## config.mk

```make
export PLATFORM = sky130hd
export DESIGN_NAME = qpu_exu_evt_wbck_queue
export DESIGN_NICKNAME = d
export VERILOG_FILES = /design/src/rtl/qpu_exu_evt_wbck_queue_pkg.sv /design/src/rtl/qpu_gnrl_fifo.sv /design/src/rtl/qpu_exu_evt_wbck_queue.sv
export SDC_FILE = /design/constraint.sdc
export NUM_CORES = 1
export LEC_CHECK = 0
export CORE_MARGIN = 2
export CORE_UTILIZATION = 50
export CTS_CLUSTER_DIAMETER = 150
export DETAILED_ROUTE_END_ITERATION = 16
export PLACE_DENSITY = 0.69
export SLEW_MARGIN = 20
export SYNTH_ARGS = -nofsm -noshare
export SYNTH_HDL_FRONTEND = slang
export SYNTH_SLANG_ARGS = --single-unit
```

## constraint.sdc

```tcl
create_clock -name clk -period 18.2 [get_ports clk]
set_input_delay 3.64 -clock clk [delete_from_list [all_inputs] [get_ports clk]]
set_output_delay 3.64 -clock clk [all_outputs]
set_load 0.02 [all_outputs]
```

## src/rtl/qpu_exu_evt_wbck_queue_pkg.sv

```systemverilog
`default_nettype none
// ============================================================================
// Module : qpu_exu_evt_wbck_queue_pkg
// Brief  : Shared widths and helpers for the event write-back queue.
// Rev    : 1.0  initial release
// ============================================================================
package qpu_exu_evt_wbck_queue_pkg;

  localparam int QPU_TIME_WIDTH                = 16;
  localparam int QPU_EVENT_WIRE_WIDTH          = 16;
  localparam int QPU_EVENT_NUM                 = 4;
  localparam int QPU_TWO_QUBIT_GATE_LIST_WIDTH = 8;
  localparam int QPU_EVTQ_DEPTH                = 8;

  function automatic int evtq_entry_width(input int evt_w, input int opr_w,
                                          input int tqgl_w, input int time_w);
    return evt_w + opr_w + tqgl_w + time_w;
  endfunction

  // Occupancy counter needs one bit more than the index to represent "full".
  function automatic int evtq_cnt_width(input int depth);
    return $clog2(depth) + 1;
  endfunction

  localparam int QPU_EVTQ_ENTRY_WIDTH =
    evtq_entry_width(QPU_EVENT_WIRE_WIDTH, QPU_EVENT_NUM,
                     QPU_TWO_QUBIT_GATE_LIST_WIDTH, QPU_TIME_WIDTH);

endpackage
`default_nettype wire

```

## src/rtl/qpu_gnrl_fifo.sv

```systemverilog
`default_nettype none
// ============================================================================
// Module : qpu_gnrl_fifo
// Brief  : Synchronous FIFO with wrap-bit pointers, head exposed combinationally.
// Rev    : 1.0  initial release
// ============================================================================
module qpu_gnrl_fifo
  import qpu_exu_evt_wbck_queue_pkg::*;
#(
  parameter  int DW    = 8,
  parameter  int DEPTH = 8,
  localparam int AW    = $clog2(DEPTH),
  localparam int CW    = evtq_cnt_width(DEPTH)
) (
  input  logic          clk,
  input  logic          rst_n,
  input  logic          flush,
  input  logic          push,
  input  logic [DW-1:0] push_data,
  input  logic          pop,
  output logic [DW-1:0] head_data,
  output logic          full,
  output logic          empty,
  output logic [CW-1:0] cnt
);

  logic [CW-1:0] r_wptr;
  logic [CW-1:0] r_rptr;
  logic [DW-1:0] r_mem [DEPTH];
  logic          w_push_en;
  logic          w_pop_en;

  assign empty     = (r_wptr == r_rptr);
  assign full      = (r_wptr[AW] != r_rptr[AW]) && (r_wptr[AW-1:0] == r_rptr[AW-1:0]);
  assign w_pop_en  = pop & ~empty;
  // A push into a full FIFO is legal only when the head leaves in the same cycle.
  assign w_push_en = push & (~full | w_pop_en);
  assign cnt       = r_wptr - r_rptr;
  assign head_data = r_mem[r_rptr[AW-1:0]];

  always_ff @(posedge clk or negedge rst_n) begin
    if (!rst_n) begin
      r_wptr <= '0;
      r_rptr <= '0;
    end else if (flush) begin
      r_wptr <= '0;
      r_rptr <= '0;
    end else begin
      if (w_push_en) r_wptr <= r_wptr + 1'b1;
      if (w_pop_en)  r_rptr <= r_rptr + 1'b1;
    end
  end

  always_ff @(posedge clk) begin
    if (w_push_en & ~flush) r_mem[r_wptr[AW-1:0]] <= push_data;
  end

endmodule
`default_nettype wire

```

## src/rtl/qpu_exu_evt_wbck_queue.sv

```systemverilog
`default_nettype none
// ============================================================================
// Module : qpu_exu_evt_wbck_queue
// Brief  : Stamps write-back events with an accumulated time label and
//          releases them when the system timer reaches that label.
// Rev    : 1.0  initial release
// ============================================================================
module qpu_exu_evt_wbck_queue
  import qpu_exu_evt_wbck_queue_pkg::*;
#(
  parameter int TIME_W = QPU_TIME_WIDTH,
  parameter int EVT_W  = QPU_EVENT_WIRE_WIDTH,
  parameter int OPR_W  = QPU_EVENT_NUM,
  parameter int TQGL_W = QPU_TWO_QUBIT_GATE_LIST_WIDTH,
  parameter int DEPTH  = QPU_EVTQ_DEPTH
) (
  input  logic                   clk,
  input  logic                   rst_n,
  input  logic                   flush,
  input  logic                   tmr_en,
  input  logic                   twbck_i_valid,
  output logic                   twbck_i_ready,
  input  logic [TIME_W-1:0]      twbck_i_data,
  input  logic                   ewbck_i_valid,
  output logic                   ewbck_i_ready,
  input  logic [EVT_W-1:0]       ewbck_i_data,
  input  logic [OPR_W-1:0]       ewbck_i_oprand,
  input  logic [TQGL_W-1:0]      ewbck_i_tqgl,
  output logic                   evt_o_valid,
  input  logic                   evt_o_ready,
  output logic [EVT_W-1:0]       evt_o_data,
  output logic [OPR_W-1:0]       evt_o_oprand,
  output logic [TQGL_W-1:0]      evt_o_tqgl,
  output logic [TIME_W-1:0]      evt_o_time,
  output logic [$clog2(DEPTH):0] cnt,
  output logic                   late_err
);

  localparam int ENT_W = evtq_entry_width(EVT_W, OPR_W, TQGL_W, TIME_W);

  logic [TIME_W-1:0] r_acc;
  logic [TIME_W-1:0] r_timer;
  logic              r_late_err;

  logic              w_full;
  logic              w_empty;
  logic              w_pop;
  logic              w_push;
  logic              w_ready;
  logic              w_tfire;
  logic              w_efire;
  logic              w_due;
  logic [TIME_W-1:0] w_acc_next;
  logic [TIME_W-1:0] w_diff;
  logic [ENT_W-1:0]  w_push_ent;
  logic [ENT_W-1:0]  w_head_ent;
  logic [EVT_W-1:0]  w_head_data;
  logic [OPR_W-1:0]  w_head_opr;
  logic [TQGL_W-1:0] w_head_tqgl;
  logic [TIME_W-1:0] w_head_time;

  assign w_ready       = ~w_full | w_pop;
  assign twbck_i_ready = w_ready;
  assign ewbck_i_ready = w_ready;
  assign w_tfire       = twbck_i_valid & w_ready;
  assign w_efire       = ewbck_i_valid & w_ready;

  // The label seen by an event includes a time delta arriving in the same beat.
  assign w_acc_next = r_acc + (w_tfire ? twbck_i_data : '0);
  assign w_push     = w_efire & (|ewbck_i_oprand) & ~flush;
  assign w_push_ent = {ewbck_i_data, ewbck_i_oprand, ewbck_i_tqgl, w_acc_next};

  assign {w_head_data, w_head_opr, w_head_tqgl, w_head_time} = w_head_ent;

  // Wrap-safe comparison: head is due once timer is at or past its label.
  assign w_diff = r_timer - w_head_time;
  assign w_due  = ~w_diff[TIME_W-1];

  assign evt_o_valid  = ~w_empty & w_due;
  assign evt_o_data   = w_empty ? '0 : w_head_data;
  assign evt_o_oprand = w_empty ? '0 : w_head_opr;
  assign evt_o_tqgl   = w_empty ? '0 : w_head_tqgl;
  assign evt_o_time   = w_empty ? '0 : w_head_time;
  assign w_pop        = evt_o_valid & evt_o_ready;
  assign late_err     = r_late_err;

  qpu_gnrl_fifo #(
    .DW    (ENT_W),
    .DEPTH (DEPTH)
  ) u_fifo (
    .clk       (clk),
    .rst_n     (rst_n),
    .flush     (flush),
    .push      (w_push),
    .push_data (w_push_ent),
    .pop       (w_pop),
    .head_data (w_head_ent),
    .full      (w_full),
    .empty     (w_empty),
    .cnt       (cnt)
  );

  always_ff @(posedge clk or negedge rst_n) begin
    if (!rst_n) begin
      r_acc      <= '0;
      r_timer    <= '0;
      r_late_err <= 1'b0;
    end else if (flush) begin
      r_acc      <= '0;
      r_timer    <= '0;
      r_late_err <= 1'b0;
    end else begin
      r_acc <= w_acc_next;
      if (tmr_en) r_timer <= r_timer + 1'b1;
      if (w_pop && (r_timer != w_head_time)) r_late_err <= 1'b1;
    end
  end

endmodule
`default_nettype wire

```

; ---- Yosys cells after proc, flatten, opt, wreduce, memory -nomap -nowiden
; Memory sizes are Yosys's and may differ from the RTL's.
; Index checks and enable logic that the tools add are counted.
[totals]
ff_bits = 41
ram_bits = 352
elab_cells = 54
mem_count = 1
[classes]
addsub = 6
n_eq_ne = 4
muxes = 16
n_bitwise = 15
reduce_logical = 7
[memory_table]
columns = name, words, width, rd, rd_ports_with_merged_regs, write_ports, line_no
row1 = u_fifo.r_mem, 8, 44, 1, 0, 1, qpu_gnrl_fifo.sv:29  ; logic [DW-1:0] r_mem [DEPTH];
[op_table]
columns = operator, count
row1 = two-way mux 16 bit, 6
row2 = two-way mux 4 bit, 5
row3 = "adder 16 x 1 -> 16 bit, second input constant", 1
row4 = adder 16 bit, 1
row5 = != test 16 bit, 1
row6 = subtractor 16 bit, 1
row7 = AND 1 bit, 9
row8 = "adder 4 x 1 -> 4 bit, second input constant", 2
row9 = two-way mux 8 bit, 1
row10 = nonzero test 2 bit, 4
row11 = == test 4 bit, 1
row12 = two-way mux 1 bit, 4
row13 = NOT 1 bit, 4
row14 = OR reduction 4 bit, 1
row15 = subtractor 4 bit, 1
row16 = == test 3 bit, 1
row17 = logical AND 1 bit, 2
row18 = bitwise OR 1 bit, 2
row19 = != test 1 bit, 1

; ---- Longest topological paths before layout
; Gate-level depths: netlist of run 1.
; An unclocked memory read counts as a cell.
[depth]
depth_word = 13
ltp_mapped = 23
mapped_depth_nobuf = 20

; ---- By module
; A second synthesis of run 1 with hierarchy kept.
[hier_totals]
cells_unflattened = 1027
hier_area_um2 = 16748.6
[modules_own_cells]
columns = module, instances, cells_each, area_per_inst_um2, seq_area_each_um2
row1 = qpu_gnrl_fifo, 1, 672, 13794.5, 10770.3
row2 = qpu_exu_evt_wbck_queue, 1, 355, 2954.1, 825.8

; ---- Worst setup path before layout of run 1
; Ideal clock, no wire load.
[synth_path]
kind = in2reg
start = input ewbck_i_oprand[0]
end = memory u_fifo.r_mem[0][0] (netlist name), enable pin
setup_ps = 555
arrival_ps = 8562
required_time_ps = 17645
slack_ps = 9083
cell_stages = 6
path_buffers = 0
cell_sequence = nor4_1 nor3b_1 nand2_1 a211oi_4 nor2_2 nor4_1
[synth_via]
elab_chain_len = 7
[synth_rtl]
columns = element, line_no
row1 = from (decl), qpu_exu_evt_wbck_queue.sv:27  ; input logic [OPR_W-1:0] ewbck_i_oprand,
row2 = OR reduction 4 bit, qpu_exu_evt_wbck_queue.sv:70  ; assign w_push = w_efire & (|ewbck_i_oprand) & ~flush;
row3 = AND 1 bit (2 in a row), qpu_exu_evt_wbck_queue.sv:70
row4 = AND 1 bit, qpu_gnrl_fifo.sv:37  ; assign w_push_en = push & (~full | w_pop_en);
row5 = AND 1 bit, qpu_gnrl_fifo.sv:55  ; if (w_push_en & ~flush) r_mem[r_wptr[AW-1:0]] <= push_data;
row6 = two-way mux 1 bit, qpu_gnrl_fifo.sv:55
row7 = two-way mux 1 bit (implied by the code), qpu_gnrl_fifo.sv:55
row8 = to (decl), qpu_gnrl_fifo.sv:29
; Every way passes these cells.

; ---- Final worst setup path of run 1
[layout_path]
start = input evt_o_ready
end = output ewbck_i_ready
[layout_via]
elab_chain_len = 2
[layout_rtl]
columns = element, line_no
row1 = from (decl), qpu_exu_evt_wbck_queue.sv:30  ; input logic evt_o_ready,
row2 = AND 1 bit, qpu_exu_evt_wbck_queue.sv:84  ; assign w_pop = evt_o_valid & evt_o_ready;
row3 = bitwise OR 1 bit, qpu_exu_evt_wbck_queue.sv:62  ; assign w_ready = ~w_full | w_pop;
row4 = to (decl), qpu_exu_evt_wbck_queue.sv:25  ; output logic ewbck_i_ready,
; Every way passes these cells.

==> flow_summary.yaml, run 1 <==
cts:
  htree_num_levels: 2
  post_cts_resized: 0
  tritoncts: "done"
  clock-root-buffer: "clkbuf_16"
  clk_latency_ps: 540
  cts_sinks: 393
  clock_path_buffers: 3
  post-cts-setup-buffers: 0
  numCtsBuffers: 40
  postCtsHoldBufs: 0
  clk_pin_slew_ps: 60
sta:
  layout_setup_ws_ps: 9070
  hold_viol: 0
  tns_ps: 0
  slew_headroom_pct: 36.7
  rsz0062_at_grt: "false"
  period_share_pct: 50.2
  layout_min_cycle_time_ps: 9130
  skew_ps: 20.7
  max_freq_ghz: 0.110
  setup_viol: 0
  tightest_slew_ps: 950
  hold_ws_ps: 499
  slew_violations: 0
critical_path:
  setup.worst_path.class: "in -> out"
  crit_path_start_kind: "primary input"
  worst_ep_required_time_ps: 14560
  worstPathMaxFanout: 10
  cp-end-kind: "output pin"
  worst-endpoint-arrival_ps: 5490
route:
  vias_per_cell: 5.65
  ant_nets: 0
  vias: 8612
  wirelength_mm: 34.9
  drt_iter0_drc: 580
  drc: 0
  first_pass_iters: 5
  wl_per_cell_um: 22.9
pwr:
  peakVddDrop_uv: 85.0
  leakage_uw: 0.00658
  p_per_area_nw_per_um2: 117
logic_synthesis:
  netlist_area_sq_um: 16400
  seq_area_frac_synth_pct: 70.6
  synth_fp_nets: 1026
  synth_top_area_cell: "edfxtp_1"
  ys_warn_count: 0
  synth_top_area_share_pct: 64.3
  ys_async_sr_fraction_pct: 10.4
  ys_ff_latch: 393
  synth_cell_type_count: 60
  avgSynthCellArea_sq_um: 17.5
  synth-edff-count: 352
  yosys_most_used_dff: "edfxtp_1"
  synth_area_leaders: "edfxtp_1, mux4_2, dfrtp_1, ha_1, nand2_1"
  synth_cells: 937
global_route:
  grt_use_met3_pct: 3.74
  track_usage_pct: 20.9
  grt_pass1_vias: 8738
  grt_use_met1_pct: 29.7
  antenna_found_initial: 0
  busiest_layer: "met2"
  met2_usage_pct: 33.7
  grt_overflow: 0
  grt_max_degree: 54
  grt_pass1_wl_mm: 52.7
cells_and_area:
  design_area_sq_um: 19200
  syn_to_final_growth_pct: 17.1
  antenna_cells: 0
  layout-drive-gt1-share_pct: 16.4
  final_cells: 1523
  nets: 1143
floorplan:
  die_width_um: 185
  coreArea_sq_um: 32500
  rows: 66
  die_h_um: 185
  initial_utilization_pct: 50.6
  ioPinCount: 103
  die_area_sq_um: 34300
flow_run:
  drv_cap: 0
placed_design:
  place_area_sq_um: 18000
  dp_cells: 1454
  routabilityCongestion: 0.784
  pre_cts_slack_ps: 9060
  place_hpwl_mm: 18.7
  port_buffers: 102
status:
  status: "finished, final reports clean"
min_path:
  min_path_type: "reg -> reg"
==> worst max-delay path, stage by stage <==
cell and delay (ps):
clkdlybuf4s50_1 480, o21ai_0 170, a21oi_4 310, or2_2 250, clkdlybuf4s50_1 630
==> cells in the mapped netlist (all sizes together), types with 6 or more instances <==
master / n
nor4: 8
a21o: 6
mux2i: 24
xor2: 18
a21oi: 53
dfrtp: 41
xnor2: 13
mux4: 86
nand4: 6
inv: 13
ha: 36
o21ai: 12
buf: 19
clkbuf: 22
nand2: 76
nand3: 9
edfxtp: 352
and2: 17
nor2b: 19
nor2: 49
==> cell usage in the layout (no fill, tap or decap), types with 16 or more instances in the layout <==
cell	n
a21oi_1	52
and2_1	16
clkbuf_16	41
clkdlybuf4s50_1	101
dfrtp_1	39
edfxtp_1	352
ha_1	36
mux2i_1	24
mux4_2	86
nand2_1	76
nor2_1	47
nor2b_1	19
xor2_1	18
==> path summary, 6_finish.rpt <==
kind,to,slack [ps],cells after the start,startpoint
worst max-delay path,ewbck_i_ready,9070,5,evt_o_ready
worst min-delay path,u_fifo.r_wptr[3],500,1,u_fifo.r_wptr[3]
worst max register to register,u_fifo.r_mem[0][15],11240,17,u_fifo.r_rptr[0]
worst min register to register,u_fifo.r_wptr[3],500,1,u_fifo.r_wptr[3]
max in group asynchronous,u_fifo.r_rptr[0],14630,1,rst_n
min in group asynchronous,r_timer[6],3110,1,rst_n
==> routing by layer <==
metal | vias to the layer above | share of wire, %
met4 | 0 | 1.8
met3 | 52 | 5.2
met5 | - | 0
li1 | 3910 | -
met1 | 4428 | 45
met2 | 222 | 48
==> through the flow <==
| stage | utilization, % | power (uW) |
|---|---|---|
| detailed placement | 55.5 | 1490 |
| global placement | 55.5 | 1480 |
| global route | 59.3 | 2340 |
| finish | 59.3 | 2250 |
| floorplan | - | 1320 |
| CTS | 59.3 | 2270 |
==> layout make-up <==
cell class | count | area (sq um)
Sequential cell | 393 | 11600
Clock inverter | 15 | 156
Tap cell | 442 | 553
Timing Repair Buffer | 116 | 1120
Multi-Input combinational cell | 490 | 4670
Fill cell | 2385 | 13200
Inverter | 13 | 48.8
Clock buffer | 54 | 1080
==> registers in the layout, indices dropped and copies added, names as in the netlist <==
register       count
r_timer           16
u_fifo.r_rptr      4
u_fifo.r_wptr      4
late_err           1
u_fifo.r_mem     352
r_acc             16
==> power breakdown <==
group | internal, uW | total, uW | switching [uW]
sequential | 1040 | 1060 | 24.6
combinational | 174 | 405 | 230
clock | 450 | 784 | 334
==> logic make-up (layout without fill, tap and decap cells) <==
family	after synthesis	after routing	share of synthesized area, %
multiplexers	112	112	13.4
AO/OA/AOI/OAI	99	99	3.75
flip-flops	393	393	70.6
buffers and inverters	54	198	1.36
AND/OR/NAND/NOR	210	210	6.31
XOR/XNOR	31	31	1.65
adder cells (fa/ha/maj)	38	38	2.98
No activity file was read; power rests on OpenSTA's default activity.
==> run 2, diff against run 1 <==
==> constraint.sdc (replaced) <==
create_clock -name clk -period 8.7 [get_ports clk]
set_input_delay 1.74 -clock clk [delete_from_list [all_inputs] [get_ports clk]]
set_output_delay 1.74 -clock clk [all_outputs]
set_load 0.02 [all_outputs]
==> flow_summary.yaml, run 2 (synthesis results as in run 1) <==
placed_design:
  place_hpwl_mm: 19.9
  pre_cts_slack_ps: 1990
  routabilityCongestion: 0.798
  port_buffers: 102
  place_area_sq_um: 18000
cts:
  clk_pin_slew_ps: 60
  clock-root-buffer: "clkbuf_16"
  clock_path_buffers: 3
  post_cts_resized: 0
  cts_sinks: 393
  numCtsBuffers: 41
  postCtsHoldBufs: 0
  post-cts-setup-buffers: 0
  tritoncts: "done"
  htree_num_levels: 2
  clk_latency_ps: 550
sta:
  slew_violations: 0
  tightest_slew_ps: 1020
  hold_viol: 0
  max_freq_ghz: 0.146
  setup_viol: 0
  skew_ps: 22.6
  hold_ws_ps: 505
  period_share_pct: 78.6
  rsz0062_at_grt: "false"
  layout_min_cycle_time_ps: 6830
  slew_headroom_pct: 32.1
  tns_ps: 0
  layout_setup_ws_ps: 1870
global_route:
  grt_pass1_vias: 8709
  grt_pass1_wl_mm: 53.2
  track_usage_pct: 21.1
  grt_overflow: 0
  antenna_found_initial: 1
  grt_max_degree: 57
cells_and_area:
  largest_reg_flops: 352
  layout_common_cells: "edfxtp_1, clkdlybuf4s50_1, mux4_2"
  design_area_sq_um: 19400
  nets: 1149
  fillers: 2391
  layout_commonest_cell: "edfxtp_1"
  syn_to_final_growth_pct: 18.0
  layout-drive-gt1-share_pct: 17.5
  antenna_cells: 0
critical_path:
  worstPathMaxFanout: 55
  crit_buf_inv: 2
  crit_top_cell: "nand2_1"
  worst_ep_required_time_ps: 6960
  cp-end-kind: "output pin"
  path_delay_family: "buffers and inverters"
  path_cells: "buf_4 -> mux4_2 -> nand2_1 -> nand2_1 -> ha_1 -> nand3b_1 -> a21oi_1 -> o31a_1 -> or4_4 -> a21oi_4 -> or2_2 -> clkdlybuf4s50_1"
  setup.worst_path.class: "reg -> out"
  max_stage_delay_ps: 970
  worst-endpoint-arrival_ps: 5090
  crit_path_start_kind: "register"
  cpMaxStageDelayCell: "dfrtp_4"
route:
  wl_per_cell_um: 23.0
  first_pass_iters: 5
  wirelength_mm: 35.2
  vias_per_cell: 5.70
  drt_iter0_drc: 748
  drc: 0
  ant_nets: 0
  vias: 8712
floorplan:
  initial_utilization_pct: 50.6
  ioPinCount: 103
  die_h_um: 185
  die_width_um: 185
  coreArea_sq_um: 32500
  rows: 66
  die_area_sq_um: 34300
pwr:
  peakVddDrop_uv: 288
  total_power_uw: 4820
  combinationalPowerShare_pct: 18.2
  intPower_uw: 3560
  p_switching_uw: 1250
  p_sw_share_pct: 26.0
  p_per_area_nw_per_um2: 248
  power_frac_seq_pct: 46.0
  leakage_uw: 0.00666
  p_clk_share_pct: 35.9
flow_run:
  drv_cap: 0
status:
  status: "finished, final reports clean"
min_path:
  min_path_type: "reg -> reg"
==> run 2: cell count changes in the layout (fill, tap and decap cells not counted), moves of 2 or more <==
cell,previous run,this run
clkbuf_1,12,7
buf_4,15,19
bufinv_16,2,4
clkinv_2,5,7
clkinvlp_4,1,3
==> run 2: worst paths after layout <==
path	slack, ps	depth (start not counted)	end	from
min reg2reg	510	1	u_fifo.r_wptr[3]	u_fifo.r_wptr[3]
max reg2reg	2110	19	u_fifo.r_mem[3][15]	u_fifo.r_rptr[1]
max	1870	12	twbck_i_ready	u_fifo.r_rptr[1]
max in group asynchronous	7070	1	u_fifo.r_rptr[0]	rst_n
min in group asynchronous	1200	1	r_acc[12]	rst_n
min	510	1	u_fifo.r_wptr[3]	u_fifo.r_wptr[3]
==> run 2: routing by layer <==
layer | GRT usage [%] | part of all wire, %
met3 | 4.72 | 7.3
met2 | 32.3 | 47
met1 | 30.5 | 44
met4 | 6.48 | 2.1
met5 | 0 | 0
==> run 2: power groups by stage <==
stage          sequential, uW  combinational, uW  clock, uW
3_3_place_gp             2270                844          0
2_1_floorplan            2230                528          0
3_5_place_dp             2270                851          0
5_1_grt                  2220                941       1840
4_1_cts                  2240                857       1760
6_report                 2220                874       1730
==> run 2: worst reg2reg max path: stages, from the launching register on <==
cell and delay (ps):
dfrtp_4 970, buf_4 660, mux4_2 340, nand2_1 60, nand2_1 170, ha_1 150
nand3b_1 90, a21oi_1 60, o31a_1 300, or4_4 540, a21oi_4 340, o21a_2 360
and2_1 210, ha_1 260, a211oi_1 270, o21ai_0 220, a22oi_1 320, a21oi_1 160
or2_2 380, xnor2_1 470
==> run 2: through the flow <==
| stage | util, % | cells |
|---|---|---|
| finish | 59.8 | 1529 |
| detailed placement | 55.6 | 1458 |
| global placement | 55.6 | 1458 |
| CTS | 59.6 | 1528 |
| global route | 59.8 | 1529 |
| floorplan | - | 937 |
==> run 2: area by class of cell <==
cell class	count	area, sq um	share of cell area, %
multi-input combinational	490	4680	24.1
inverter	13	48.8	0.252
tap	442	553	2.85
clock buffer	50	1090	5.63
clock inverter	20	234	1.21
timing repair buffer	121	1180	6.09
sequential	393	11600	59.8
